--- src/rtl/alu_issue_ctrl.sv ---
// alu_issue_ctrl: single-issue controller that walks each instruction through
// FETCH -> DECODE -> EXECUTE -> WRITEBACK around an external combinational ALU.
// It owns an 8 x 32-bit register file and a 16-bit program counter.
// Optional build macro: R0_ZERO_EN makes register 0 a hard-wired zero.
//
// Handshake: an instruction transfers on a rising edge where instr_valid and
// instr_ready are both high. instr_ready is high only in FETCH. instr and
// instr_valid are don't-care in every other state. The transfer does not
// depend on instr_ready being registered; it is decoded from the state.
module alu_issue_ctrl (
   input  logic        clk,
   input  logic        rst,
   input  logic [31:0] instr,
   input  logic        instr_valid,
   output logic        instr_ready,
   output logic [31:0] alu_ip_0,
   output logic [31:0] alu_ip_1,
   output logic [2:0]  alu_opcode,
   input  logic [31:0] alu_op_0,
   input  logic        alu_change_pc,
   output logic [15:0] pc,
   output logic        retire,
   input  logic [2:0]  dbg_addr,
   output logic [31:0] dbg_data,
   output logic [1:0]  dbgState
);

   typedef enum logic [1:0] {
      FETCH     = 2'd0,
      DECODE    = 2'd1,
      EXECUTE   = 2'd2,
      WRITEBACK = 2'd3
   } stateT;

   stateT       state;
   stateT       nextState;
   logic [31:0] instrQ;
   logic [31:0] opA;
   logic [31:0] opB;
   logic [31:0] resultQ;
   logic        changePcQ;
   logic [31:0] regFile [8];

   // Field views of the latched instruction word.
   logic [2:0]  fOpcode;
   logic [2:0]  fRd;
   logic [2:0]  fRs1;
   logic [2:0]  fRs2;
   logic        fUseImm;
   logic [15:0] fImm;
   logic        wrEn;

   assign fOpcode = instrQ[31:29];
   assign fRd     = instrQ[28:26];
   assign fRs1    = instrQ[25:23];
   assign fRs2    = instrQ[22:20];
   assign fUseImm = instrQ[19];
   assign fImm    = instrQ[15:0];

`ifdef R0_ZERO_EN
   // Writes aimed at register 0 are dropped so it always stays zero.
   assign wrEn = (fRd != 3'd0);
`else
   assign wrEn = 1'b1;
`endif

   assign dbgState = state;

   // State register; reset aborts any in-flight instruction.
   always_ff @(posedge clk or posedge rst) begin
      if (rst) begin
         state <= FETCH;
      end else begin
         state <= nextState;
      end
   end

   // Next-state sequencing and state-decoded outputs.
   always_comb begin
      nextState   = state;
      instr_ready = 1'b0;
      retire      = 1'b0;
      alu_ip_0    = 32'd0;
      alu_ip_1    = 32'd0;
      alu_opcode  = 3'd0;
      case (state)
         FETCH: begin
            instr_ready = 1'b1;
            if (instr_valid) nextState = DECODE;
         end
         DECODE: begin
            nextState = EXECUTE;
         end
         EXECUTE: begin
            alu_ip_0   = opA;
            alu_ip_1   = opB;
            alu_opcode = fOpcode;
            nextState  = WRITEBACK;
         end
         WRITEBACK: begin
            retire    = 1'b1;
            nextState = FETCH;
         end
         default: nextState = FETCH;
      endcase
   end

   // Datapath: latch instruction, read operands, capture ALU result, commit.
   always_ff @(posedge clk or posedge rst) begin
      if (rst) begin
         instrQ    <= 32'd0;
         opA       <= 32'd0;
         opB       <= 32'd0;
         resultQ   <= 32'd0;
         changePcQ <= 1'b0;
         pc        <= 16'd0;
         for (int i = 0; i < 8; i++) regFile[i] <= 32'd0;
      end else begin
         case (state)
            FETCH: begin
               if (instr_valid) instrQ <= instr;
            end
            DECODE: begin
               opA <= regFile[fRs1];
               opB <= fUseImm ? {16'd0, fImm} : regFile[fRs2];
            end
            EXECUTE: begin
               resultQ   <= alu_op_0;
               changePcQ <= alu_change_pc;
            end
            WRITEBACK: begin
               if (wrEn) regFile[fRd] <= resultQ;
               // pc + 1 wraps naturally at 16 bits.
               pc <= changePcQ ? fImm : pc + 16'd1;
            end
            default: ;
         endcase
      end
   end

   // Debug read port; register 0 reads as zero when hard-wired.
   always_comb begin
`ifdef R0_ZERO_EN
      dbg_data = (dbg_addr == 3'd0) ? 32'd0 : regFile[dbg_addr];
`else
      dbg_data = regFile[dbg_addr];
`endif
   end

endmodule
--- config.mk ---
export PLATFORM = sky130hd
export DESIGN_NAME = alu_issue_ctrl
export DESIGN_NICKNAME = d
export VERILOG_FILES = /design/src/rtl/alu_issue_ctrl.sv
export SDC_FILE = /design/constraint.sdc
export NUM_CORES = 1
export LEC_CHECK = 0
export ABC_CLOCK_PERIOD_IN_PS = 30400
export BUFFER_PORTS_ARGS = -buffer_cell sky130_fd_sc_hd__buf_2
export CORE_MARGIN = 10
export CORE_UTILIZATION = 35
export CTS_CLUSTER_DIAMETER = 30
export CTS_CLUSTER_SIZE = 20
export DETAILED_ROUTE_END_ITERATION = 12
export GPL_ROUTABILITY_DRIVEN = 0
export HOLD_SLACK_MARGIN = 0.12
export SYNTH_ARGS = -nofsm -noshare
export SYNTH_HDL_FRONTEND = slang
export SYNTH_SLANG_ARGS = --single-unit
--- constraint.sdc ---
create_clock -name clk -period 30.4 [get_ports clk]
set_input_delay 3.04 -clock clk [delete_from_list [all_inputs] [get_ports clk]]
set_output_delay 3.04 -clock clk [all_outputs]
set_load 0.005 [all_outputs]
==> results.toml <==
[outcome]
status = "finished, final reports clean"

[die]
ios = 190
fp.dieH_um = 268
core_region_area_um2 = 60600
die_area_um2 = 71700
fp-row-count = 90
die_w_um = 268
initial_utilization = 0.355

[clock_network]
clock_latency_ns = 0.62
cts_setup_buffers = 0
root_buffer = "clkbuf_16"
cts_tree = "yes"
htree_levels = 3
clock_path_buffers = 3
path_clk_slew_ns = 0.04
numCtsBuffers = 95
cts-hold-fix-buffers = 0
ctsResizeCount = 0
clkSinkCount = 400

[hold_path]
hold_class = "register to register"
min_from = "opB[11]"

[yosys]
synth_area_leader_cell = "dfrtp_1"
synth-seq-cells = 400
yosys.area.top_type_share = 0.466
synth.avg_cell_area_um2 = 14.3
synth.top_cells.by_area = "dfrtp_1, mux4_2, mux2_2"
synthXorXnorAreaFrac = 0
synth_cell_type_count = 44
syn_area_um2 = 21500
synthMuxAreaShare = 0.406
synth_top_flop_cell = "dfrtp_1"
synth.most_common_cell = "dfrtp_1"
syn_inst = 1508
synth_compound_area_frac = 0.0401
synth_edf_count = 0
synth_simple_gate_area_share = 0.0488
synth-seq-area-share = 0.466
yosys-top-cells-count = "dfrtp_1, mux2_2, mux4_2"
synthAdderAreaFrac = 0.00291
async_flop_share = 1.00
yosys_warnings = 0
synth_top_family_by_area = "multiplexers"
syn_nets = 1584

[route]
drt_iter0_drc = 905
drc = 0
vias_per_cell = 5.54
vias = 14200
wire_per_inst_um = 24.3
finalWirelength_mm = 62.1
dr.pass1.iters = 5
postRouteAntennaNets = 0

[cells_and_area]
nets = 1765
areaGrowthSynthToFinish_pct = 22.7
fin_area_um2 = 26400
final_util = 0.435
drive_gt1_frac = 0.515
num-fill-cells = 5436

[timing]
layout_min_cycle_time_ns = 8.45
setup_ws_ns = 21.95
rsz0062_at_grt = "no"
hold_slack_ns = 0.494
finClkSkew_ns = 0.0242
hold_viol = 0
setup_violations = 0
final.setup.tns_ns = 0
max_slew_margin = 0.227
fin_crit_sh = 0.278
tightest_slew_ns = 1.16
maxSlewViolCount = 0
max_freq_ghz = 0.118

[critical_path]
cp.arrival_ns = 5.41
cp-startpoint = "dbg_addr[0]"
crit_path_frequent_cell = "buf_4"
crit_chain = "buf_4, buf_4, mux4_2, mux2_2, buf_2"
crit_type = "input port to output pin"
cp_slowest_cell = "buf_4"
cpPeakStageDelay_ns = 0.71
path_delay_family = "buffers and inverters"
crit_fanout = 33
cp-end-kind = "output pin"
worst-path-buf-inv = 3
r2r-start = "dbgState[0]"
critPathRequiredTime_ns = 27.36
worstSetupStartpointType = "input port"

[grt]
grt_max_degree = 164
grt_pass1_wl_mm = 94.6
antenna_found_initial = 6
grt_pass1_vias = 15100
grt.total_usage = 0.173
grt_overflow = 0

[power_and_ir_drop]
power_leakage_nw = 11.4
switching_share = 0.342
power_frac_comb = 0.349
ir_worst_vdd_v = 0.0000529
p_int_mw = 2.20
p_seq_frac = 0.335
power.share.clock = 0.316
power.density_nw_per_um2 = 127
p_switching_mw = 1.14

[flow_run]
cap_violations = 0

[placed_design]
hpwl_mm = 36.7
port_buffers = 186
placed_area_um2 = 23000
dp_slack_ns = 21.88
[cells by family after synthesis]
logic type / count (synthesis)
adders and majority gates: 5
muxes: 609
DFF: 400
buffers and inverters: 159
AOI/OAI and AO/OA: 138
and+or+nand+nor: 197
[registers in the layout, summed over array words and instances (netlist names)]
signal / flops
opB: 32
resultQ: 32
opA: 32
pc: 16
dbgState: 2
regFile: 256
instrQ: 29
changePcQ: 1
[cell usage in the layout, fill, tap and decap left out, types with 3 or more instances in the layout]
cell type and count:
nand4_1 5, inv_1 33, mux2_2 346, o221ai_1 9, nand4b_1 3, o21ai_1 16
and2_1 69, o211ai_1 16, nor2_1 46, a21oi_1 44, clkbuf_1 15, o22ai_1 10
o31ai_1 3, buf_4 24, inv_6 4, a22oi_1 23, mux2_1 4, ha_1 3
nand3_1 17, buf_2 184, dfrtp_4 4, nor3_1 4, dfrtp_1 394, mux2i_1 83
o21ai_0 12, clkinvlp_4 12, bufinv_16 16, clkbuf_8 10, clkinv_2 23, clkbuf_16 97
nand2_1 35, mux4_2 176
[final timing paths]
kind / endpoint / slack [ns] / depth (start not counted)
worst max-delay path: dbg_data[16] / 21.95 / 5
worst min-delay path: opB[11] / 0.49 / 2
worst max register to register: regFile[99] / 27.39 / 6
worst min register to register: opB[11] / 0.49 / 2
max in group asynchronous: instrQ[21] / 25.52 / 4
min in group asynchronous: pc[6] / 2.54 / 2
[tightest hold or removal path, delay by kind of cell (launching register included)]
| family | cells | cell delay (ns) |
|---|---|---|
| AO/OA/AOI/OAI | 1 | 0.07 |
| AND/OR/NAND/NOR | 1 | 0.06 |
| flip-flops | 1 | 0.32 |
[routing by layer]
| metal | global-route usage | vias to the layer above | wire (um) |
|---|---|---|---|
| li1 | - | 6158 | - |
| met1 | 0.225 | 7441 | 26800 |
| met2 | 0.276 | 437 | 29600 |
| met3 | 0.0445 | 109 | 4130 |
| met4 | 0.0647 | 6 | 1500 |
| met5 | 0 | - | 46 |
[through the flow]
step	cells	power [mW]
after floorplan	1508	1.90
after global placement	2374	2.25
after detailed placement	2374	2.29
after CTS	2552	3.37
after global routing	2553	3.53
final	2553	3.34
[power by group through the flow]
stage | sequential (mW) | clock (mW) | combinational (mW)
3_5_place_dp | 1.12 | 0 | 1.18
2_1_floorplan | 0.954 | 0 | 0.951
3_3_place_gp | 1.10 | 0 | 1.15
6_report | 1.12 | 1.06 | 1.17
4_1_cts | 1.11 | 1.07 | 1.18
5_1_grt | 1.16 | 1.10 | 1.27
[layout make-up]
| class | count | area (um2) | area share |
|---|---|---|---|
| timing repair buffer | 209 | 1120 | 0.0425 |
| antenna | 1 | 2.50 | 0.0000949 |
| multi-input combinational | 949 | 10800 | 0.408 |
| clock inverter | 56 | 729 | 0.0277 |
| sequential | 400 | 10000 | 0.380 |
| inverter | 34 | 135 | 0.00512 |
| clock buffer | 122 | 2620 | 0.0994 |
| tap | 782 | 978 | 0.0371 |
Note: power is estimated with default switching activity, not from simulation.
